`config.mk`:
```
export PLATFORM = sky130hd
export DESIGN_NAME = fir_filter_mac_flat
export DESIGN_NICKNAME = d
export VERILOG_FILES = /design/src/rtl/fir_filter_mac_pkg.sv /design/src/rtl/fir_filter_mac_if.sv /design/src/rtl/fir_filter_mac_coef_bank.sv /design/src/rtl/fir_filter_mac.sv /design/src/flat_wrapper.sv
export SDC_FILE = /design/constraint.sdc
export NUM_CORES = 1
export LEC_CHECK = 0
export BUFFER_PORTS_ARGS = -buffer_cell sky130_fd_sc_hd__buf_2
export CORE_UTILIZATION = 50
export DETAILED_ROUTE_END_ITERATION = 10
export PLACE_DENSITY = 0.67
export SLEW_MARGIN = 15
export SYNTH_ARGS = -nofsm -noshare
export SYNTH_HDL_FRONTEND = slang
export SYNTH_SLANG_ARGS = --single-unit
```
`constraint.sdc`:
```
create_clock -name iClk_12MHz -period 8.7 [get_ports iClk_12MHz]
set_input_delay 0 -clock iClk_12MHz [delete_from_list [all_inputs] [get_ports iClk_12MHz]]
set_output_delay 0 -clock iClk_12MHz [all_outputs]
set_load 0.02 [all_outputs]
```
`src/rtl/fir_filter_mac_pkg.sv`:
```
// rtl/fir_filter_mac_pkg.sv - shared types, width helper and saturation for the serial-MAC FIR filter
package fir_pkg;

    typedef enum logic [1:0] {
        IDLE = 2'd0,
        MAC  = 2'd1,
        OUT  = 2'd2
    } fir_state_t;

    // Accumulator wide enough for TAPS full-precision products without overflow.
    function automatic int acc_w(input int in_w, input int coef_w, input int taps);
        return in_w + coef_w + $clog2(taps);
    endfunction

    // Clamp a sign-extended accumulator to the signed range of out_w bits.
    // When out_w covers the accumulator the value passes through unchanged.
    function automatic logic signed [63:0] sat_to_out(input logic signed [63:0] value,
                                                      input int                 out_w);
        logic signed [63:0] hi;
        logic signed [63:0] lo;
        if (out_w >= 64) begin
            return value;
        end
        hi = (64'sd1 <<< (out_w - 1)) - 64'sd1;
        lo = -hi - 64'sd1;
        if (value > hi) begin
            return hi;
        end
        if (value < lo) begin
            return lo;
        end
        return value;
    endfunction

endpackage

```
`src/rtl/fir_filter_mac_if.sv`:
```
// rtl/fir_filter_mac_if.sv - sample, coefficient-write and result signals of the FIR filter
interface fir_filter_mac_if #(
    parameter int IN_W   = 3,
    parameter int COEF_W = 6,
    parameter int TAPS   = 16,
    parameter int OUT_W  = 16
) ();
    localparam int ADDR_W = $clog2(TAPS);

    logic                     iEnSample_600kHz;
    logic signed [IN_W-1:0]   iFirIn;
    logic                     iCoefWr;
    logic [ADDR_W-1:0]        iCoefAddr;
    logic signed [COEF_W-1:0] iCoefData;
    logic signed [OUT_W-1:0]  oFirOut;
    logic                     oFirValid;
    logic                     oBusy;
    logic                     oOverrun;

    modport master (
        output iEnSample_600kHz,
        output iFirIn,
        output iCoefWr,
        output iCoefAddr,
        output iCoefData,
        input  oFirOut,
        input  oFirValid,
        input  oBusy,
        input  oOverrun
    );

    modport slave (
        input  iEnSample_600kHz,
        input  iFirIn,
        input  iCoefWr,
        input  iCoefAddr,
        input  iCoefData,
        output oFirOut,
        output oFirValid,
        output oBusy,
        output oOverrun
    );

endinterface

```
`src/rtl/fir_filter_mac_coef_bank.sv`:
```
// rtl/fir_filter_mac_coef_bank.sv - shadow/active coefficient banks with copy-on-accept and tap read mux
module fir_coef_bank
    import fir_pkg::*;
#(
    parameter int COEF_W = 6,
    parameter int TAPS   = 16,
    parameter int ADDR_W = $clog2(TAPS)
) (
    input  logic                     clk,
    input  logic                     rst_n,
    input  logic                     wr,
    input  logic [ADDR_W-1:0]        addr,
    input  logic signed [COEF_W-1:0] data,
    input  logic                     copy,
    input  logic [ADDR_W-1:0]        rd_idx,
    output logic signed [COEF_W-1:0] rd_data
);
    logic signed [COEF_W-1:0] shadow [TAPS];
    logic signed [COEF_W-1:0] active [TAPS];

    // Addresses at or beyond TAPS match no entry, so such writes fall away.
    always_ff @(posedge clk or negedge rst_n) begin
        if (!rst_n) begin
            for (int i = 0; i < TAPS; i++) begin
                shadow[i] <= '0;
            end
        end else begin
            for (int i = 0; i < TAPS; i++) begin
                if (wr && (addr == ADDR_W'(i))) begin
                    shadow[i] <= data;
                end
            end
        end
    end

    // A write landing in the accept cycle is forwarded into the active copy.
    always_ff @(posedge clk or negedge rst_n) begin
        if (!rst_n) begin
            for (int i = 0; i < TAPS; i++) begin
                active[i] <= '0;
            end
        end else if (copy) begin
            for (int i = 0; i < TAPS; i++) begin
                active[i] <= (wr && (addr == ADDR_W'(i))) ? data : shadow[i];
            end
        end
    end

    assign rd_data = active[rd_idx];

endmodule

```
`src/rtl/fir_filter_mac.sv`:
```
// rtl/fir_filter_mac.sv - serial-MAC FIR filter: delay line, IDLE/MAC/OUT sequencer, accumulator, saturated output
module fir_filter_mac
    import fir_pkg::*;
#(
    parameter int IN_W   = 3,
    parameter int COEF_W = 6,
    parameter int TAPS   = 16,
    parameter int OUT_W  = 16
) (
    input  logic            iClk_12MHz,
    input  logic            iRsn,
    fir_filter_mac_if.slave bus
);
    localparam int ACC_W  = acc_w(IN_W, COEF_W, TAPS);
    localparam int K_W    = $clog2(TAPS);
    localparam int PROD_W = IN_W + COEF_W;
    localparam logic [K_W-1:0] K_LAST = K_W'(TAPS - 1);

    fir_state_t state;
    fir_state_t state_next;

    logic [K_W-1:0]           k;
    logic signed [ACC_W-1:0]  acc;
    logic signed [ACC_W-1:0]  acc_sum;
    logic signed [IN_W-1:0]   x [TAPS];
    logic signed [COEF_W-1:0] coef;
    logic signed [PROD_W-1:0] prod;
    logic signed [OUT_W-1:0]  out_sat;
    logic                     accept;
    logic                     drop;
    logic                     mac_last;

    fir_coef_bank #(
        .COEF_W (COEF_W),
        .TAPS   (TAPS),
        .ADDR_W (K_W)
    ) u_coef_bank (
        .clk     (iClk_12MHz),
        .rst_n   (iRsn),
        .wr      (bus.iCoefWr),
        .addr    (bus.iCoefAddr),
        .data    (bus.iCoefData),
        .copy    (accept),
        .rd_idx  (k),
        .rd_data (coef)
    );

    always_ff @(posedge iClk_12MHz or negedge iRsn) begin
        if (!iRsn) begin
            state <= IDLE;
        end else begin
            state <= state_next;
        end
    end

    always_comb begin
        state_next = state;
        accept     = 1'b0;
        drop       = 1'b0;
        mac_last   = 1'b0;
        case (state)
            IDLE: begin
                if (bus.iEnSample_600kHz) begin
                    accept     = 1'b1;
                    state_next = MAC;
                end
            end
            MAC: begin
                drop = bus.iEnSample_600kHz;
                if (k == K_LAST) begin
                    mac_last   = 1'b1;
                    state_next = OUT;
                end
            end
            OUT: begin
                drop       = bus.iEnSample_600kHz;
                state_next = IDLE;
            end
            default: begin
                state_next = IDLE;
            end
        endcase
    end

    // Full-precision signed product, sign-extended into the accumulator.
    assign prod    = x[k] * coef;
    assign acc_sum = acc + ACC_W'(prod);
    assign out_sat = OUT_W'(sat_to_out(64'(acc_sum), OUT_W));

    always_ff @(posedge iClk_12MHz or negedge iRsn) begin
        if (!iRsn) begin
            for (int i = 0; i < TAPS; i++) begin
                x[i] <= '0;
            end
        end else if (accept) begin
            x[0] <= bus.iFirIn;
            for (int i = 1; i < TAPS; i++) begin
                x[i] <= x[i-1];
            end
        end
    end

    always_ff @(posedge iClk_12MHz or negedge iRsn) begin
        if (!iRsn) begin
            k   <= '0;
            acc <= '0;
        end else if (accept) begin
            k   <= '0;
            acc <= '0;
        end else if (state == MAC) begin
            k   <= k + K_W'(1);
            acc <= acc_sum;
        end
    end

    // The last MAC edge registers the result so it is visible throughout OUT.
    always_ff @(posedge iClk_12MHz or negedge iRsn) begin
        if (!iRsn) begin
            bus.oFirOut   <= '0;
            bus.oFirValid <= 1'b0;
            bus.oBusy     <= 1'b0;
            bus.oOverrun  <= 1'b0;
        end else begin
            if (mac_last) begin
                bus.oFirOut <= out_sat;
            end
            bus.oFirValid <= mac_last;
            bus.oBusy     <= (state_next != IDLE);
            bus.oOverrun  <= bus.oOverrun | drop;
        end
    end

endmodule
```
`src/flat_wrapper.sv`:
```
// flat-port wrapper written by rule: the top's interface ports become plain ports
module fir_filter_mac_flat import fir_pkg::*;
#(
    parameter int IN_W   = 3,
    parameter int COEF_W = 6,
    parameter int TAPS   = 16,
    parameter int OUT_W  = 16
)
  (iClk_12MHz, iRsn, bus_iEnSample_600kHz, bus_iFirIn, bus_iCoefWr, bus_iCoefAddr, bus_iCoefData, bus_oFirOut, bus_oFirValid, bus_oBusy, bus_oOverrun);
  fir_filter_mac_if #(.IN_W(IN_W), .COEF_W(COEF_W), .TAPS(TAPS), .OUT_W(OUT_W)) bus_i ();
  input  logic iClk_12MHz;
  input  logic iRsn;
  input wire logic [$bits(bus_i.iEnSample_600kHz)-1:0] bus_iEnSample_600kHz;
  input wire logic [$bits(bus_i.iFirIn)-1:0] bus_iFirIn;
  input wire logic [$bits(bus_i.iCoefWr)-1:0] bus_iCoefWr;
  input wire logic [$bits(bus_i.iCoefAddr)-1:0] bus_iCoefAddr;
  input wire logic [$bits(bus_i.iCoefData)-1:0] bus_iCoefData;
  output wire logic [$bits(bus_i.oFirOut)-1:0] bus_oFirOut;
  output wire logic [$bits(bus_i.oFirValid)-1:0] bus_oFirValid;
  output wire logic [$bits(bus_i.oBusy)-1:0] bus_oBusy;
  output wire logic [$bits(bus_i.oOverrun)-1:0] bus_oOverrun;
  assign bus_i.iEnSample_600kHz = bus_iEnSample_600kHz;
  assign bus_i.iFirIn = bus_iFirIn;
  assign bus_i.iCoefWr = bus_iCoefWr;
  assign bus_i.iCoefAddr = bus_iCoefAddr;
  assign bus_i.iCoefData = bus_iCoefData;
  assign bus_oFirOut = bus_i.oFirOut;
  assign bus_oFirValid = bus_i.oFirValid;
  assign bus_oBusy = bus_i.oBusy;
  assign bus_oOverrun = bus_i.oOverrun;
  fir_filter_mac #(.IN_W(IN_W), .COEF_W(COEF_W), .TAPS(TAPS), .OUT_W(OUT_W)) u_core (.iClk_12MHz(iClk_12MHz), .iRsn(iRsn), .bus(bus_i));
endmodule
```
-- Word level (Yosys, flattened, before mapping)
Cells that the tools add are included.
- add/sub/neg operators: 2
- multipliers: 1
- magnitude comparators: 3
- eq/ne operators: 18
- muxes and demuxes: 41
- bitwise logic cells: 2
- reductions and logical operators: 21
- operator list (operator ; count):
    2-to-1 mux 6 bit ; 18
    2-to-1 mux 16 bit ; 4
    equality test 4 bit (second input constant) ; 9
    2-to-1 mux 13 bit ; 2
    binary-select mux 6 bit (select 4 bit) ; 1
    equality test 4 x 3 -> 1 bit (second input constant) ; 4
    greater-than comparator 13 x 16 -> 1 bit (second input constant) ; 1
    logical AND 1 bit ; 16
    < comparator 13 x 16 -> 1 bit (second input constant) ; 1
    adder 13 x 9 -> 13 bit ; 1
    binary-select mux 3 bit (select 4 bit) ; 1
    multiplier 3 x 6 -> 9 bit ; 1
    equality test 4 x 2 -> 1 bit (second input constant) ; 2
    2-to-1 mux 1 bit ; 8
    2-to-1 mux 4 bit ; 2
    2-to-1 mux 3 bit ; 2
    greater-or-equal comparator 5 bit (second input constant) ; 1
    NOT 4 -> 5 bit ; 1
    adder 4 x 1 -> 4 bit (second input constant) ; 1
    equality test 4 x 1 -> 1 bit (second input constant) ; 1
    logical NOT 4 bit ; 1
    2-to-1 mux 2 bit ; 2
    case mux 2 bit (2 select lines) ; 1
    nonzero test 2 bit ; 2
    other kinds (5) ; 5
- bits in registers: 278
- input bits: 17
- output and inout bits: 19
- word-level logic and storage cells: 143

-- Longest topological paths before layout
- depth after elaboration: 11
- gate-level depth with buffers: 20
- mapped depth without buffers: 18

-- Hierarchy
From an unflattened synthesis, not the netlist that was laid out.
- cell total of the unflattened synthesis: 1331
- area, all modules: 13202.7 um^2
- modules (own cells, without submodules) (module ; instances ; cells an instance ; area an instance (um^2) ; sequential area each (um^2)):
    fir_coef_bank ; 1 ; 812 ; 8261.7 ; 4804.6
    fir_filter_mac ; 1 ; 519 ; 4941.0 ; 2102.0

-- Worst setup path before layout
Ideal clock, no wire load.
- path kind: reg-to-reg
- start point: reg u_core.k[0]
- end point: reg u_core.bus.oFirOut[14]
- library setup time: 69 ps
- arrival: 4809 ps
- data required time: 8631 ps
- setup slack: 3822 ps
- cell stages (with the launch flop): 18
- buffers on the path: 2
- clock period less this slack: 4878 ps
- path through: dfrtp_1 -> buf_4 -> buf_6 -> mux4_2 -> mux2_2 -> a21oi_1 -> nor3_1 -> ha_1 -> inv_1 -> fa_1 -> inv_1 -> ha_1 -> ha_1 -> and2_4 -> a221o_1 -> o21a_1 -> or4_1 -> nand3_1
- cells in the longest elaborated chain, start to end: 11
- elaborated cells on any way between the ends: 20
- those cells by class: add/sub (1); mul (1); order compare (2); eq/ne (1); mux (14); bitwise (1)
- ends and longest elaborated chain (item ; line ; text):
    start: declaration ; fir_filter_mac.sv:22 ; logic [K_W-1:0] k;
    start signal: assignment ; fir_filter_mac.sv:111 ; k <= k + K_W'(1);
    NOT 4 -> 5 bit (implied by the code) ; fir_filter_mac_coef_bank.sv:49, fir_filter_mac.sv:86 ;
    binary-select mux 3 bit (select 4 bit) / binary-select mux 6 bit (select 4 bit) (equally long branches) ; fir_filter_mac.sv:86, fir_filter_mac_coef_bank.sv:49 ;
    2-to-1 mux 3 bit (implied by the code) / 2-to-1 mux 6 bit (equally long branches) (2 in series) ; fir_filter_mac.sv:86, fir_filter_mac_coef_bank.sv:49 ;
    multiplier 3 x 6 -> 9 bit ; fir_filter_mac.sv:86 ; assign prod = x[k] * coef;
    adder 13 x 9 -> 13 bit ; fir_filter_mac.sv:87 ; assign acc_sum = acc + ACC_W'(prod);
    < comparator 13 x 16 -> 1 bit ; fir_filter_mac_pkg.sv:29 ; if (value < lo) begin
    2-to-1 mux 1 bit (2 in series) ; fir_filter_mac_pkg.sv:29 ;
    2-to-1 mux 16 bit ; fir_filter_mac_pkg.sv:32 ; return value;
    2-to-1 mux 16 bit ; fir_filter_mac_pkg.sv:29 ;
    end signal: assignment ; fir_filter_mac.sv:125 ; bus.oFirOut <= out_sat;
    end: declaration ; fir_filter_mac_if.sv:38 ; output oFirOut,
Parallel ways exist; a longest one is shown, timed or not. The select of a mux whose other input is x is not followed.
A chain may end at the register's enable or synchronous reset.

-- Worst setup path in the final report
Same ends and word-level chain as after synthesis.

==> impl_results.md <==
* Status: completed
* Critical path type: flop to flop
* Layout cells sized above 1 at 19.4%
* Placed instance count at approximately 1.5k
* Setup TNS at 0 ps
* Pwr per Cell Area at 455 nW/um2
* Top delay family on crit path: adder cells
* Worst R2R Setup Slack at 2890 ps
* Routed len/inst at about 17 um
* Core Region at 25300 um2
* # setup viols final at 0
* Sequential fraction of design power at between 30% and 40%
* Initial antenna violation count at 0
* Most common cell after layout, fill and taps aside: nand2_1
* Postcts setup bufs at 0
* Critical path arrival at 6290 ps
* Clock sink total at 275
* CTS tree: yes
* First-pass GRT wire length at 44600 um
* Detailed Route WL at 26500 um
* Crit. End Element: flop
* WP buf/inv at 3
* Yosys cell types at between 50 and 60
* CP max-delay cell: dfrtp_2
* Max Root-Sink Buffers at 3
* Area Growth Syn to Fin at 11.9%
* Most frequent cells in the layout: nand2_1, dfrtp_1, mux2_2
* Post-route ant nets at 0
* All-Layer GR Usage at 21.3%
* # IOs at 36
* # DRC at 0
* Max Transition Viols Final at 0
* Drt pass-1 iters at 5
* Post-synthesis average cell area at 10.7 um2
* Non-Filler Instances at 1575
* Fin crit period at 5810 ps
* Starting Density at 51.0%
* Max Cap Viol at 0
* DR iter-0 viols at 622
* Register area share after synthesis at 53.4%
* Diode count at 0
* Top FF cell, synth: dfrtp_1
* Cell Chain, Critical Path: buf_4 -> mux4_2 -> o221ai_1 -> nand2b_1 -> fa_1 -> fa_1 -> fa_1 -> inv_1 -> ha_1 -> inv_1 -> fa_1 -> nor2b_1 -> o211a_1 -> o21a_1 -> or4_1 -> nand3_1
* Hpwl dp at 16400 um
* Switching power at ~2.6 mW
* Die height at roughly 160 um
* Root Driver: clkbuf_16
* CP max stage delay at ~870 ps
* Final #Nets at 1286
* Total Power Consumption at ~6.6 mW
* Rows at 58
* EDFF count, synth at 0
* Final core utilization at 57.1%
* Syn. warnings at 0
* Fmax at roughly 170 MHz
* Setup crit start kind: flop
* Mapped Nets at 1269
* Die Span X at approximately 160 um
* Fin area at 14400 um2
* Clock Skews at between 30 and 40 ps
* Int Power at 3.98 mW
* Largest net degree at the start of global routing at 125
* Grt ovf at 0
* Sw Share at between 30% and 40%
* Mapped cell area at around 13000 um2
* DIE AREA at approximately 26000 um2
* FF+latch count, synth at 275
* Placed Area at 13200 um2
* Detailed-route via count at 8384
* Most used cell, CP: fa_1
* Post-synth ARST share at 100%
* Peak VDD IR at 0.000320 V
* Hold Violations, Final at 0
* Slew margin rel. at 32.5%
* Critical Path RT at 9180 ps
* Unrepaired setup endpoints after global routing: no
* Combinational share of power at ~49%
* Hold Crit Class: primary input to flop
* Crit-path max FO at 22
* Syn Inst Count at between 1k and 1.5k
* Clock latency on the worst-skew pair at 580 ps
* Least-Margin Pin Slew at between 1000 and 1500 ps
* Port Buffers at 35
* Cts bufs inserted at 30
* Clock Pin Slew Worst Setup and Hold Paths at 60 ps
* Clock network power share at 20.5%
* Number of global-route vias before repair at 8322
* Pleak at 7.10 nW
* Final period utilization at 66.8%
* Number of H-tree levels at 1
* Via density per instance at 5.32
* Routability congestion estimate at 0.841
==> synthesized netlist by cell type, types with 2 or more instances <==
library cell,n,share of area [%]
a21o_1,3,0.17
a21oi_1,17,0.66
and2_1,3,0.15
and3_1,2,0.097
buf_2,3,0.12
buf_4,7,0.41
buf_6,4,0.35
clkbuf_1,54,1.6
dfrtp_1,275,53
fa_1,18,2.8
ha_1,29,2.8
inv_1,32,0.93
mux2_2,101,8.8
mux2i_1,15,1.2
mux4_2,36,6.3
nand2_1,466,14
nand2b_1,13,0.63
nand3_1,7,0.27
nand3b_1,8,0.47
nand4_1,4,0.19
nor2_1,29,0.84
nor2b_1,5,0.24
nor3_1,6,0.23
nor3b_1,5,0.29
o211ai_1,3,0.17
o21a_1,3,0.17
o21ai_0,17,0.66
o22a_1,2,0.14
o22ai_1,2,0.097
or2_2,3,0.15
or3_1,4,0.19
xnor2_1,6,0.41
xor2_1,5,0.34
==> through the flow <==
step           hold WS, ps  worst slack, ps
2_1_floorplan         -296             3820
3_3_place_gp           164             2790
3_5_place_dp           177             2780
4_1_cts               4.47             2770
5_1_grt               3.54             2470
6_report              17.7             2890
==> flip-flops by register name (all words and copies together) (netlist names) <==
name                       cells
u_core.state                   2
u_core.bus.oOverrun            1
u_core.x                      48
u_core.bus.oFirOut            13
u_core.bus.oBusy               1
u_core.u_coef_bank.active     96
u_core.u_coef_bank.shadow     96
u_core.k                       4
u_core.bus.oFirValid           1
u_core.acc                    13
==> worst paths after layout <==
path	from	endpoint	cells past startpoint
worst max register to register	u_core.k[0]	u_core.bus.oFirOut[14]	16
worst min-delay path	bus_iCoefData[2]	u_core.u_coef_bank.shadow[32]	2
worst max-delay path	u_core.k[0]	u_core.bus.oFirOut[14]	16
worst min register to register	u_core.bus.oOverrun	u_core.bus.oOverrun	1
min in group asynchronous	iRsn	u_core.x[6]	2
max in group asynchronous	iRsn	u_core.k[0]	3
==> logic make-up (layout without fill, tap and decap cells) <==
family	count (synthesis)	after routing	share of synthesized area [%]
and+or+nand+nor	560	560	17.7
DFF	275	275	53.4
muxes	152	152	16.3
buffers and inverters	102	142	3.44
AOI/OAI and AO/OA	58	58	2.85
adders and majority gates	47	47	5.61
xor gates and xnor gates	11	11	0.748
==> area by class of cell <==
type / instances / area (um2)
Multi-Input combinational cell: 828 / 5570
Fill cell: 2166 / 10800
Sequential cell: 275 / 6880
Clock inverter: 12 / 196
Tap cell: 330 / 413
Clock buffer: 43 / 880
Timing Repair Buffer: 54 / 353
Inverter: 33 / 124
==> routing by layer <==
layer | share of wire [%] | wire length (um) | GRT usage [%]
met5 | 0 | 0 | 0
met4 | 2.3 | 606 | 5.31
met3 | 3.3 | 886 | 2.75
met2 | 48 | 12600 | 34.4
met1 | 47 | 12400 | 30.7
==> power groups by stage <==
stage	Combinational, mW	Sequential, mW	Clock (mW)
final	3.22	2.00	1.34
after global routing	3.67	2.06	1.42
after CTS	3.26	2.00	1.37
after detailed placement	3.22	2.02	0
after global placement	3.17	2.01	0
after floorplan	2.59	1.91	0
==> worst register-to-register path, cell delays in order (launching register included) <==
cell and delay, ps:
dfrtp_2 870, buf_4 480, mux4_2 550, o221ai_1 530, nand2b_1 220, fa_1 420
fa_1 520, fa_1 520, inv_1 40, ha_1 220, inv_1 80, fa_1 190
nor2b_1 70, o211a_1 250, o21a_1 210, or4_1 500, nand3_1 90
==> timing repair <==
action / in CTS / in global routing
gates resized for setup: 0 / 0
hold endpoints to repair: 201 / 0
hold buffers: 10 / 0
Note: power is estimated with default switching activity, not from simulation.
